### src/rtl/core_interrupt_arbiter.sv
// Interrupt front end: latches external lines, filters them through the ICT and offers one IRQ at a time.
// Optional macro CORE_INTERRUPT_ARBITER_LEVEL_PRIORITY_EN selects level-based hardware priority.
module core_interrupt_arbiter #(
  parameter int NUM_EXT = 32,
  parameter int LEVEL_W = 2
) (
  input  logic               iCLOCK,
  input  logic               iRESET_SYNC,
  input  logic               iFREE_IRQ_SETCONDITION,
  input  logic               iICT_VALID,
  input  logic [5:0]         iICT_ENTRY,
  input  logic               iICT_CONF_MASK,
  input  logic               iICT_CONF_VALID,
  input  logic [LEVEL_W-1:0] iICT_CONF_LEVEL,
  input  logic [31:0]        iSYSREGINFO_PSR,
  input  logic [NUM_EXT-1:0] iEXT_REQ,
  output logic [NUM_EXT-1:0] oEXT_ACK,
  output logic [NUM_EXT-1:0] oEXT_PENDING,
  input  logic               iSWI_ACTIVE,
  input  logic [6:0]         iSWI_NUM,
  output logic               oSWI_ACK,
  input  logic               iEXCEPTION_LOCK,
  output logic               oEXCEPTION_ACTIVE,
  output logic [6:0]         oEXCEPTION_IRQ_NUM,
  input  logic               iEXCEPTION_IRQ_ACK
);

  typedef enum logic {ST_IDLE, ST_WAIT} state_e;

  state_e             state_q, state_d;
  logic [NUM_EXT-1:0] req_q;
  logic [NUM_EXT-1:0] pending_q, pending_d;
  logic [NUM_EXT-1:0] mask_q, mask_d;
  logic [NUM_EXT-1:0] valid_q, valid_d;
  logic [LEVEL_W-1:0] level_q [NUM_EXT];
  logic [LEVEL_W-1:0] level_d [NUM_EXT];
  logic [6:0]         cap_num_q, cap_num_d;
  logic               cap_sw_q, cap_sw_d;
  logic [5:0]         cap_idx_q, cap_idx_d;

  logic [NUM_EXT-1:0] rise;
  logic [NUM_EXT-1:0] eligible;
  logic [NUM_EXT-1:0] ext_ack;
  logic               swi_ack;
  logic               active;
  logic [6:0]         irq_num;
  logic               gate;
  logic               hw_any;
  logic [5:0]         hw_idx;
  logic               unused_psr;

  assign rise       = iEXT_REQ & ~req_q;
  assign eligible   = pending_q & (~valid_q | mask_q);
  assign gate       = ~iEXCEPTION_LOCK & iSYSREGINFO_PSR[2];
  assign unused_psr = ^{iSYSREGINFO_PSR[31:3], iSYSREGINFO_PSR[1:0]};

`ifdef CORE_INTERRUPT_ARBITER_LEVEL_PRIORITY_EN
  logic [LEVEL_W-1:0] eff_lvl;
  logic [LEVEL_W-1:0] best_lvl;

  // Strict '>' keeps the first (lowest-index) line among equal levels.
  always_comb begin
    hw_any   = 1'b0;
    hw_idx   = '0;
    best_lvl = '0;
    eff_lvl  = '0;
    for (int n = 0; n < NUM_EXT; n++) begin
      eff_lvl = valid_q[n] ? level_q[n] : '0;
      if (eligible[n] && (!hw_any || eff_lvl > best_lvl)) begin
        hw_any   = 1'b1;
        hw_idx   = 6'(n);
        best_lvl = eff_lvl;
      end
    end
  end
`else
  logic unused_level;

  // Scan downwards so the lowest eligible index is the last one written.
  always_comb begin
    hw_any = 1'b0;
    hw_idx = '0;
    for (int n = NUM_EXT - 1; n >= 0; n--) begin
      if (eligible[n]) begin
        hw_any = 1'b1;
        hw_idx = 6'(n);
      end
    end
  end

  always_comb begin
    unused_level = 1'b0;
    for (int n = 0; n < NUM_EXT; n++) unused_level = unused_level ^ (^level_q[n]);
  end
`endif

  // NOTE: every signal written here gets a default first so no path leaves it unassigned (no latches).
  always_comb begin
    state_d   = state_q;
    cap_num_d = cap_num_q;
    cap_sw_d  = cap_sw_q;
    cap_idx_d = cap_idx_q;
    mask_d    = mask_q;
    valid_d   = valid_q;
    level_d   = level_q;
    ext_ack   = '0;
    swi_ack   = 1'b0;
    active    = 1'b0;
    irq_num   = '0;

    // Entries beyond NUM_EXT never match, so those writes fall away.
    for (int n = 0; n < NUM_EXT; n++) begin
      if (iICT_VALID && iICT_ENTRY == 6'(n)) begin
        mask_d[n]  = iICT_CONF_MASK;
        valid_d[n] = iICT_CONF_VALID;
        level_d[n] = iICT_CONF_LEVEL;
      end
    end

    case (state_q)
      ST_IDLE: begin
        active = gate & (iSWI_ACTIVE | hw_any);
        if (active) begin
          irq_num   = iSWI_ACTIVE ? iSWI_NUM : {1'b0, hw_idx};
          state_d   = ST_WAIT;
          cap_num_d = irq_num;
          cap_sw_d  = iSWI_ACTIVE;
          cap_idx_d = hw_idx;
        end
      end
      ST_WAIT: begin
        active  = ~iFREE_IRQ_SETCONDITION;
        irq_num = cap_num_q;
        if (iEXCEPTION_IRQ_ACK) begin
          state_d = ST_IDLE;
          if (cap_sw_q) begin
            swi_ack = 1'b1;
          end else begin
            for (int n = 0; n < NUM_EXT; n++) ext_ack[n] = (cap_idx_q == 6'(n));
          end
        end else if (iFREE_IRQ_SETCONDITION) begin
          state_d = ST_IDLE;
        end
      end
      default: state_d = ST_IDLE;
    endcase

    // A rise in the acknowledge cycle re-arms the line.
    pending_d = (pending_q & ~ext_ack) | rise;
  end

  // NOTE: sequential state uses non-blocking assignments only, so every flop samples pre-edge values.
  always_ff @(posedge iCLOCK) begin
    if (iRESET_SYNC) begin
      state_q   <= ST_IDLE;
      req_q     <= '0;
      pending_q <= '0;
      mask_q    <= '0;
      valid_q   <= '0;
      cap_num_q <= '0;
      cap_sw_q  <= 1'b0;
      cap_idx_q <= '0;
      // NOTE: the ICT is architecturally cleared by reset, so this small table is reset like plain flops.
      for (int n = 0; n < NUM_EXT; n++) level_q[n] <= '0;
    end else begin
      state_q   <= state_d;
      req_q     <= iEXT_REQ;
      pending_q <= pending_d;
      mask_q    <= mask_d;
      valid_q   <= valid_d;
      level_q   <= level_d;
      cap_num_q <= cap_num_d;
      cap_sw_q  <= cap_sw_d;
      cap_idx_q <= cap_idx_d;
    end
  end

  // Outputs are held at zero while reset is asserted.
  assign oEXCEPTION_ACTIVE  = active & ~iRESET_SYNC;
  assign oEXCEPTION_IRQ_NUM = iRESET_SYNC ? '0 : irq_num;
  assign oEXT_ACK           = iRESET_SYNC ? '0 : ext_ack;
  assign oSWI_ACK           = swi_ack & ~iRESET_SYNC;
  assign oEXT_PENDING       = iRESET_SYNC ? '0 : pending_q;

endmodule

### config.mk
export PLATFORM = sky130hd
export DESIGN_NAME = core_interrupt_arbiter
export DESIGN_NICKNAME = d
export VERILOG_FILES = /design/src/rtl/core_interrupt_arbiter.sv
export SDC_FILE = /design/constraint.sdc
export NUM_CORES = 1
export LEC_CHECK = 0
export BUFFER_PORTS_ARGS = -buffer_cell sky130_fd_sc_hd__clkbuf_2
export CAP_MARGIN = 10
export CORE_ASPECT_RATIO = 0.8
export CORE_MARGIN = 2
export CORE_UTILIZATION = 54
export DETAILED_ROUTE_END_ITERATION = 8
export PLACE_DENSITY = 0.78
export SLEW_MARGIN = 0
export SYNTH_ARGS = -nofsm -noshare
export SYNTH_HDL_FRONTEND = slang
export SYNTH_SLANG_ARGS = --single-unit
### constraint.sdc
create_clock -name iCLOCK -period 2.9 [get_ports iCLOCK]
set_clock_uncertainty 0.2 [all_clocks]
set_input_delay 0.29 -clock iCLOCK [delete_from_list [all_inputs] [get_ports iCLOCK]]
set_output_delay 0.29 -clock iCLOCK [all_outputs]
set_load 0.01 [all_outputs]
==> qor.yml <==
status: "finished, final reports clean"
ys_ff_latch: 142
synth_top_cells_by_count: "dfxtp_1, nand2_1, o21ai_0"
setup_viol: 0
antenna_found_initial: 0
drtPass1Iterations: 6
cp_max_fo: 5
synth_top_family_by_area: "simple AND/OR/NAND/NOR gates"
hold_class: "in2reg"
final_max_slew_viol_count: 0
internal-power_mw: 3.68
worstHoldStart: "iEXCEPTION_IRQ_ACK"
clock_power_share_pct: 46.0
syn-instance-count: 820
dpl.cell_count: 1065
synth_compound_area_share_pct: 20.1
synthArstFlopShare_pct: 0
coreArea_um2: 12200
synth_area_leaders: "dfxtp_1, o21ai_0, nand2_1, nand2b_1, a21oi_1"
period_share_pct: 98.1
r2r_slack_ns: 0.75
dp_hpwl_um: 12400
r2r_end: "cap_num_q[2]"
final_cells: 1137
die_x_um: 129
drive_gt1_share_pct: 22.9
worst-path-stages: 8
ys_warn_count: 0
comb_power_share_pct: 11.5
drc: 0
maxCapViolCount: 0
synth.area.mux_share_pct: 2.39
grt_max_degree: 42
diodes: 0
drtIter0Drc: 542
synth_xor_area_share_pct: 0
seq_area_frac_synth_pct: 42.4
critPathArrivalTime_ns: 2.35
rows: 36
p_seq_share_pct: 42.6
nets: 1060
worstSetupPathType: "reg2out"
initial_core_util_pct: 55.2
routabilityCongestion: 0.868
cp_data_required_time_ns: 2.41
cp-start-kind: "flop"
cp_slowest_cell: "or3_4"
reg2reg_depth: 7
powerDensity_nw_per_um2: 581
ir_worst_vdd_v: 0.000449
fp.dieH_um: 104
hold_end: "state_q"
viasPerCell: 5.65
clockBufferDepth: 2
ant_nets: 0
p_sw_share_pct: 25.5
synthAdderAreaFrac_pct: 0
synth_top_area_share_pct: 42.4
path_clk_slew_ns: 0.06
dieArea_um2: 13300
synthMostInstantiatedCell: "dfxtp_1"
tightest_slew_ns: 0.770
cts.sinks: 142
vias: 6426
cts_max_level: 4
clk_latency_ns: 0.42
grt_pass1_vias: 6011
critical-path-max-stage-delay_ns: 0.38
p_leak_nw: 3.55
cp_top_family: "simple AND/OR/NAND/NOR gates"
track_usage_pct: 28.2
syn_nets: 908
synth_area_um2: 6710
synthFlopType: "dfxtp_1"
grt_remaining_overflow: 0
cts-root-buf: "clkbuf_16"
p_sw_mw: 1.26
io_pins: 161
synth_top_area_cell: "dfxtp_1"
synthSimpleGateAreaFrac_pct: 29.6
synthDistinctLibCells: 65
syn2layout_area_growth_pct: 26.7
path_buf_inv: 1
fmax_ghz: 0.352
drt_wl_total_um: 18800
hold_depth: 4
period_needed_ns: 2.84
grt_pass1_wl_um: 29900
cts_tree: "yes"
synth-edff-count: 0
finalHoldViolations: 0
setup_tns_ns: 0
r2r-start: "mask_q[14]"
postSynthAreaPerCell_um2: 8.18
io_buffers: 127
wl_per_cell_um: 16.5
crit_path_end_kind: "output port"
slew_headroom_pct: 48.6
numCtsBuffers: 17
path_cells: "nand2b_4, a22oi_4, and3_4, nand3_2, or3_4, a221oi_4, a21o_1, clkbuf_2"
## metal layers
metal	GRT usage, %	wire length, um	up-vias	part of all wire [%]
met1	36.8	7890	3006	42
met2	45.0	8960	290	48
met3	6.77	1390	46	7.4
met4	11.0	541	0	2.9
li1	-	-	3084	-
met5	0	0	-	0
## registers in the layout, summed over array words and instances, names as in the netlist
name / count
mask_q: 32
pending_q: 32
req_q: 32
valid_q: 32
cap_num_q: 7
cap_idx_q: 5
cap_sw_q: 1
state_q: 1
## worst max path at each step
stage / start / end
final: mask_q[2] / oEXCEPTION_IRQ_NUM[4]
after global routing: mask_q[9] / oEXCEPTION_IRQ_NUM[4]
after CTS: mask_q[2] / oEXCEPTION_IRQ_NUM[4]
after detailed placement: mask_q[2] / oEXCEPTION_IRQ_NUM[4]
after global placement: mask_q[2] / oEXCEPTION_IRQ_NUM[4]
after floorplan: mask_q[2] / oEXCEPTION_IRQ_NUM[4]
## cell families after synthesis
family,count (synthesis)
AO/OA/AOI/OAI,210
flip-flops,142
buffers and inverters,90
AND/OR/NAND/NOR,362
multiplexers,16
## per-stage QoR
step           worst slack (ns)  power, mW  hold WS, ns  cell area, um^2  util (%)
4_1_cts                -0.00180       4.91       0.0170             8400      69.1
6_report                 0.0556       4.94       0.0449             8500      69.9
2_1_floorplan             0.675       2.46        0.199             6710         -
3_5_place_dp              0.408       2.63        0.207             7410      60.9
5_1_grt                 -0.0257       5.10       0.0635             8500      69.9
3_3_place_gp              0.425       2.62        0.202             7410      60.9
## layout by cell type (no fill, tap or decap), types with 3 or more instances in the layout
cell type	synthesis	final
dfxtp_1	142	142
clkbuf_2	0	126
nand2_1	103	103
o21ai_0	96	92
nor2_1	68	68
a21oi_1	63	61
nand2b_1	57	53
inv_1	48	48
nand3_1	38	38
nor2b_1	38	38
dlygate4sd3_1	0	35
clkbuf_16	0	17
mux2i_1	16	16
buf_4	0	14
nand2b_4	10	13
a22oi_2	9	10
and2_1	7	7
a22o_1	5	5
a22oi_4	5	5
a21o_1	4	4
nand4_1	4	4
nor3_1	4	4
or2b_1	3	3
a21oi_2	1	3
nor3b_2	3	3
o2bb2ai_1	3	3
o21ai_2	1	3
nand4_4	1	3
inv_6	0	3
bufinv_16	0	3
## worst register-to-register path: cells and delay by family (launching register included)
family / cells / cell delay, ns
DFF: 1 / 0.32
and+or+nand+nor: 2 / 0.32
AOI/OAI and AO/OA: 5 / 1.22
## power by group through the flow
stage,logic (mW),clock network [mW],registers (mW)
finish,0.566,2.27,2.10
global route,0.618,2.37,2.11
CTS,0.533,2.28,2.10
detailed placement,0.485,0,2.14
global placement,0.476,0,2.14
floorplan,0.343,0,2.12
## final cells by class
| class | instances | area (um^2) |
|---|---|---|
| clock buffers | 20 | 457 |
| fillers | 928 | 3660 |
| well taps | 152 | 190 |
| flip-flops and latches | 142 | 2840 |
| inverters | 48 | 180 |
| clock inverters | 12 | 159 |
| repair buffers | 175 | 1090 |
| multi-input cells | 588 | 3590 |
## what timing repair did
item | CTS | global route
cloned | 0 | 0
setup endpoints to repair | 2 | 6
setup buffers | 1 | 4
endpoints found under the hold margin | 67 | 0
pin swaps | 1 | 9
resized for setup | 6 | 15
hold buffers | 35 | 0
(Power assumes the default switching activity.)
